## src/rtl/tube_scan_ctrl.sv

```systemverilog
// ---------------------------------------------------------------------------
// tube_scan_ctrl
//
// Time-multiplexed scan controller for a common-anode 7-segment tube array.
// Each digit holds a 5-bit code {dp, hex[3:0]}. Software writes a shadow
// register set and then requests a commit. The shadow set is copied into
// the active set only at a frame boundary, so a frame never mixes old and
// new data. Every digit slot starts with a short all-off blanking window
// that suppresses ghosting. During that window seg_num is already loaded,
// so the segment lines are stable before the digit is switched on.
//
// Ports:
//   clk          system clock
//   rst_n        asynchronous active-low reset
//   wr_en        shadow write strobe (one digit per cycle)
//   wr_addr      shadow digit index; indices >= N_DIG are ignored
//   wr_data      {dp, hex[3:0]}
//   commit       1-cycle request to copy shadow->active at the next frame end
//   dig_mask     per-digit enable (1 = enabled), applied live
//   seg_num      code driven to the seven-segment decoder
//   dig_sel      active-low digit selects, bit i = digit i
//   commit_pend  a commit is requested and not yet applied
//   frame_done   1-cycle pulse when a commit has been applied
//
// Optional feature macro: TUBE_LZB_EN (leading-zero blanking). When the
// macro is defined, a digit whose own code and every higher-index code are
// all zero (hex = 0 and dp = 0) stays dark. Digit 0 is never blanked.
// ---------------------------------------------------------------------------
module tube_scan_ctrl #(
  parameter int N_DIG     = 8,
  parameter int DIV_CNT   = 50000,
  parameter int BLANK_CYC = 500
) (
  input  logic             clk,
  input  logic             rst_n,
  input  logic             wr_en,
  input  logic [2:0]       wr_addr,
  input  logic [4:0]       wr_data,
  input  logic             commit,
  input  logic [N_DIG-1:0] dig_mask,
  output logic [4:0]       seg_num,
  output logic [N_DIG-1:0] dig_sel,
  output logic             commit_pend,
  output logic             frame_done
);

  localparam int CW = (DIV_CNT > 1) ? $clog2(DIV_CNT) : 1;
  localparam int IW = (N_DIG > 1) ? $clog2(N_DIG) : 1;

  localparam logic [CW-1:0] CNT_LAST = CW'(DIV_CNT - 1);
  localparam logic [CW-1:0] CNT_SHOW = CW'(BLANK_CYC);
  localparam logic [IW-1:0] IDX_LAST = IW'(N_DIG - 1);

  localparam logic [0:0] ST_BLANK = 1'b0;
  localparam logic [0:0] ST_SHOW  = 1'b1;

  logic [CW-1:0]    cnt_q, cnt_d;
  logic [IW-1:0]    idx_q, idx_d;
  logic [0:0]       state_q, state_d;
  logic [4:0]       shadow_q [N_DIG];
  logic [4:0]       active_q [N_DIG];
  logic [4:0]       seg_q, seg_d;
  logic [N_DIG-1:0] sel_q, sel_d;
  logic             pend_q, pend_d;
  logic             done_q, done_d;

  logic slot_end;
  logic frame_end;
  logic copy;
  logic wr_ok;
  logic lz_blank;

  assign slot_end  = (cnt_q == CNT_LAST);
  assign frame_end = slot_end && (idx_q == IDX_LAST);
  assign copy      = frame_end && pend_q;
  assign wr_ok     = wr_en && (int'(wr_addr) < N_DIG);

`ifdef TUBE_LZB_EN
  // A digit is a leading zero when it and every higher digit hold code 0.
  // Only the active set matters; during SHOW it cannot change.
  logic upper_nonzero;

  always_comb begin
    upper_nonzero = 1'b0;
    for (int j = 0; j < N_DIG; j++) begin
      if ((j >= int'(idx_d)) && (active_q[j] != 5'd0)) begin
        upper_nonzero = 1'b1;
      end
    end
    lz_blank = (idx_d != '0) && !upper_nonzero;
  end
`else
  assign lz_blank = 1'b0;
`endif

  // Next-state logic. The prescaler and digit index advance together.
  // The display outputs are computed for the state being entered, so they
  // register on the same edge as the FSM.
  always_comb begin
    cnt_d = slot_end ? '0 : cnt_q + CW'(1);

    idx_d = idx_q;
    if (slot_end) begin
      idx_d = (idx_q == IDX_LAST) ? '0 : idx_q + IW'(1);
    end

    state_d = state_q;
    case (state_q)
      ST_BLANK: if (cnt_d == CNT_SHOW) state_d = ST_SHOW;
      ST_SHOW:  if (slot_end)          state_d = ST_BLANK;
      default:  state_d = ST_BLANK;
    endcase

    // The code for the next slot loads on its first blanking cycle. At a
    // frame end with a copy pending, it comes straight from the shadow set,
    // so digit 0 of the new frame already shows the new data.
    seg_d = seg_q;
    if (slot_end) begin
      seg_d = copy ? shadow_q[idx_d] : active_q[idx_d];
    end

    // A masked digit still uses its slot, with every digit off.
    sel_d = '1;
    if ((state_d == ST_SHOW) && !lz_blank) begin
      sel_d[idx_d] = ~dig_mask[idx_d];
    end

    // A commit that arrives on the copy edge starts a fresh request.
    pend_d = copy ? commit : (pend_q | commit);
    done_d = copy;
  end

  // The copy reads the pre-write shadow value. A write on the same edge
  // lands in the shadow set only.
  always_ff @(posedge clk or negedge rst_n) begin
    if (!rst_n) begin
      cnt_q   <= '0;
      idx_q   <= '0;
      state_q <= ST_BLANK;
      seg_q   <= '0;
      sel_q   <= '1;
      pend_q  <= 1'b0;
      done_q  <= 1'b0;
      for (int i = 0; i < N_DIG; i++) begin
        shadow_q[i] <= '0;
        active_q[i] <= '0;
      end
    end else begin
      cnt_q   <= cnt_d;
      idx_q   <= idx_d;
      state_q <= state_d;
      seg_q   <= seg_d;
      sel_q   <= sel_d;
      pend_q  <= pend_d;
      done_q  <= done_d;
      if (copy) begin
        active_q <= shadow_q;
      end
      if (wr_ok) begin
        shadow_q[wr_addr[IW-1:0]] <= wr_data;
      end
    end
  end

  assign seg_num     = seg_q;
  assign dig_sel     = sel_q;
  assign commit_pend = pend_q;
  assign frame_done  = done_q;

endmodule
```

## config.mk

```make
export PLATFORM = sky130hd
export DESIGN_NAME = tube_scan_ctrl
export DESIGN_NICKNAME = d
export VERILOG_FILES = /design/src/rtl/tube_scan_ctrl.sv
export SDC_FILE = /design/constraint.sdc
export NUM_CORES = 1
export LEC_CHECK = 0
export ABC_AREA = 0
export CAP_MARGIN = 10
export CORE_MARGIN = 3
export CORE_UTILIZATION = 26
export CTS_CLUSTER_DIAMETER = 60
export CTS_CLUSTER_SIZE = 8
export DETAILED_ROUTE_END_ITERATION = 7
export GPL_TIMING_DRIVEN = 0
export SLEW_MARGIN = 20
export SYNTH_ARGS = -nofsm -noshare
export SYNTH_HDL_FRONTEND = slang
export SYNTH_SLANG_ARGS = --single-unit
```

## constraint.sdc

```tcl
create_clock -name clk -period 2.2 [get_ports clk]
set_input_delay 0.66 -clock clk [delete_from_list [all_inputs] [get_ports clk]]
set_output_delay 0.66 -clock clk [all_outputs]
set_load 0.01 [all_outputs]
```

==> results.sh <==
export IMPL_synth_top_area_frac=0.484
export IMPL_setup_violations=14
export IMPL_hold_class="in2async"
export IMPL_fin_ws_ps=-152
export IMPL_maxCapViolCount=0
export IMPL_min_period_ps=2350
export IMPL_hold_violations=0
export IMPL_leakagePower_nw=3.31
export IMPL_violations="negative setup slack"
export IMPL_ys_async_sr_fraction=1.00
export IMPL_detail_route_antenna_nets=0
export IMPL_cts_tree="built"
export IMPL_synth_edf_count=0
export IMPL_clk_pin_slew_ps=50
export IMPL_antenna_found_initial=0
export IMPL_rsz0062_at_grt="yes"
export IMPL_nFillCells=2064
export IMPL_drt_vias_per_instance=4.83
export IMPL_cp_arrival_ps=2640
export IMPL_vias=4404
export IMPL_grt_max_degree=76
export IMPL_tightest_slew_ps=851
export IMPL_wl_um=15800
export IMPL_place_gp_congestion=0.865
export IMPL_peakVddDrop_v=0.000565
export IMPL_numCtsBuffers=17
export IMPL_wl_met2_um=7340
export IMPL_nets=652
export IMPL_antenna_cells=0
export IMPL_cts_root_buf="clkbuf_16"
export IMPL_syn_area_um2=5530
export IMPL_grt_pass1_vias=4205
export IMPL_synthToLayoutAreaGrowth_pct=37.9
export IMPL_top_layer="met4"
export IMPL_required_ps=2490
export IMPL_skew_ps=10.2
export IMPL_clock_path_buffers=2
export IMPL_syn_inst=535
export IMPL_period_share=1.07
export IMPL_fin_cells=911
export IMPL_yosysTopAreaCell="dfrtp_1"
export IMPL_fmax_mhz=425
export IMPL_max_slew_margin_rel=0.428
export IMPL_avgSynthCellArea_um2=10.3
export IMPL_tns_ps=-1300
export IMPL_crit_path_max_incr_delay_ps=450
export IMPL_die_w_um=152
export IMPL_crit_slowest_cell="dfrtp_2"
export IMPL_start_util=0.269
export IMPL_grt_use_total=0.136
export IMPL_cp_max_fo=6
export IMPL_die_height_um=152
export IMPL_clkLatencyLatePin_ps=420
export IMPL_clock_sinks=115
export IMPL_synth_area_top_cells="dfrtp_1 (48%), mux2_2 (10%), nand2_1 (10%)"
export IMPL_yosysWarnings=0
export IMPL_outcome="finished with violations"
export IMPL_drive_above_1_share=0.324
export IMPL_port_buffers=34
export IMPL_dr_pass1_iters=5
export IMPL_cp_cell_sequence="nor4b_4 -> and4_1 -> buf_6 -> buf_12 -> mux2_4 -> a22o_4 -> a2111oi_4 -> nor3_1"
export IMPL_cts_hold_buf=0
export IMPL_synth_main_ff_cell="dfrtp_1"
export IMPL_gr_total_overflow=0
export IMPL_cp_num_buf_inv=2
export IMPL_htree_levels=4
export IMPL_die_area_um2=23100
export IMPL_cp_start_kind="flop"
export IMPL_synth_seq_cells=115
export IMPL_syn_num_nets=558
export IMPL_pre_cts_ws_ps=-671
export IMPL_routed_wire_length_per_instance_um=17.4
export IMPL_ioPinCount=35
export IMPL_grt_first_pass_wirelength_um=24600
export IMPL_wl_met1_um=7400
export IMPL_layout_commonest_cell="nand2_1"
export IMPL_dp_hpwl_um=10400
export IMPL_dr_wl_met3_um=826
export IMPL_reg2reg_slack_ps=-150
export IMPL_core_um2=20600
export IMPL_crit_family="simple AND/OR/NAND/NOR gates"
export IMPL_drc=0
export IMPL_dp_cells=840
export IMPL_mostFrequentLayoutCells="nand2_1 (147), dfrtp_1 (102), mux2_2 (43)"
export IMPL_crit_type="reg2reg"
export IMPL_drv_slew=0
export IMPL_yosysSeqAreaShare=0.522
export IMPL_final_cell_area_um2=7630
export IMPL_drtIter0Drc=295
export IMPL_worstSetupEndpointType="flop"
export IMPL_synth_distinct_cells=61
export IMPL_powerDensity_nw_per_um2=727
export IMPL_rows=52
export IMPL_post_dp_cell_area_um2=6270
worst register-to-register path, cell delays in order, from the launching register on:
cell,delay (ps)
dfrtp_2,450
nor4b_4,320
and4_1,250
buf_6,170
buf_12,120
mux2_4,310
a22o_4,230
a2111oi_4,280
nor3_1,80
stage by stage:
step / power, mW / util / hold slack (ps)
finish: 5.55 / 0.371 / 147
global route: 5.75 / 0.371 / 178
CTS: 5.59 / 0.359 / 164
detailed placement: 2.77 / 0.305 / 454
global placement: 2.76 / 0.304 / 449
floorplan: 2.58 / - / 364
metal layers:
layer	track usage	vias up
li1	-	2076
met1	0.191	2185
met2	0.205	121
met3	0.0390	22
met4	0.0390	0
met5	0	-
cells by family (layout without fill, tap and decap cells):
family / count (synthesis) / in the layout / synth area share
AOI/OAI and AO/OA: 56 / 56 / 0.0805
xor gates and xnor gates: 12 / 12 / 0.0190
adders and majority gates: 4 / 4 / 0.00860
buffers and inverters: 34 / 140 / 0.0303
DFF: 115 / 115 / 0.522
muxes: 62 / 62 / 0.125
and+or+nand+nor: 252 / 252 / 0.214
sequential cells by signal (all words and copies together) (netlist names):
name         cells
commit_pend      1
frame_done       1
state_q          1
idx_q            3
shadow_q        40
cnt_q           16
active_q        40
seg_num          5
dig_sel          8
repair_timing:
item,CTS,global route
pin swaps,29,12
gates resized for setup,69,52
endpoints found under the setup margin,67,60
setup buffers,27,13
gates cloned,1,0
Yosys cell counts (all sizes together), types with 4 or more instances:
cell type  instances
and2               4
buf                8
mux2              51
xnor2              7
dfrtp            107
a21oi              5
dfstp              8
nand4             14
clkbuf            19
nand3             12
nand2            147
inv                7
a221oi             4
nor2              25
xor2               5
nand4b             4
a31oi              4
a22oi              5
mux2i             11
a22o               8
a211oi             5
nor2b              4
o21ai              8
nor3b              7
nor4               4
nor3               8
report_power, final:
group / total [mW] / internal, mW / switching, mW
sequential: 2.44 / 2.28 / 0.161
combinational: 0.319 / 0.196 / 0.123
clock: 2.79 / 1.78 / 1.01
final cells by class:
cell class	instances	area [um2]	area share
plain buffers	26	219	0.0287
clock buffers	19	433	0.0567
clock inverters	12	159	0.0208
inverters	7	26.3	0.00344
multi-input cells	386	2830	0.371
flip-flops and latches	115	2890	0.379
well taps	270	338	0.0443
repair buffers	76	732	0.0959
final timing paths:
| path | start | endpoint | depth (start not counted) |
|---|---|---|---|
| max in group asynchronous | rst_n | shadow_q[3]$_DFFE_PN0P_ | 2 |
| worst max register to register | cnt_q[7]$_DFF_PN0_ | seg_num[4]$_DFFE_PN0N_ | 8 |
| worst min-delay path | rst_n | cnt_q[5]$_DFF_PN0_ | 1 |
| worst max-delay path | cnt_q[7]$_DFF_PN0_ | seg_num[4]$_DFFE_PN0N_ | 8 |
| worst min register to register | active_q[8]$_DFFE_PN0P_ | active_q[8]$_DFFE_PN0P_ | 2 |
| min in group clk | active_q[8]$_DFFE_PN0P_ | active_q[8]$_DFFE_PN0P_ | 2 |
Note: power is estimated with default switching activity, not from simulation.
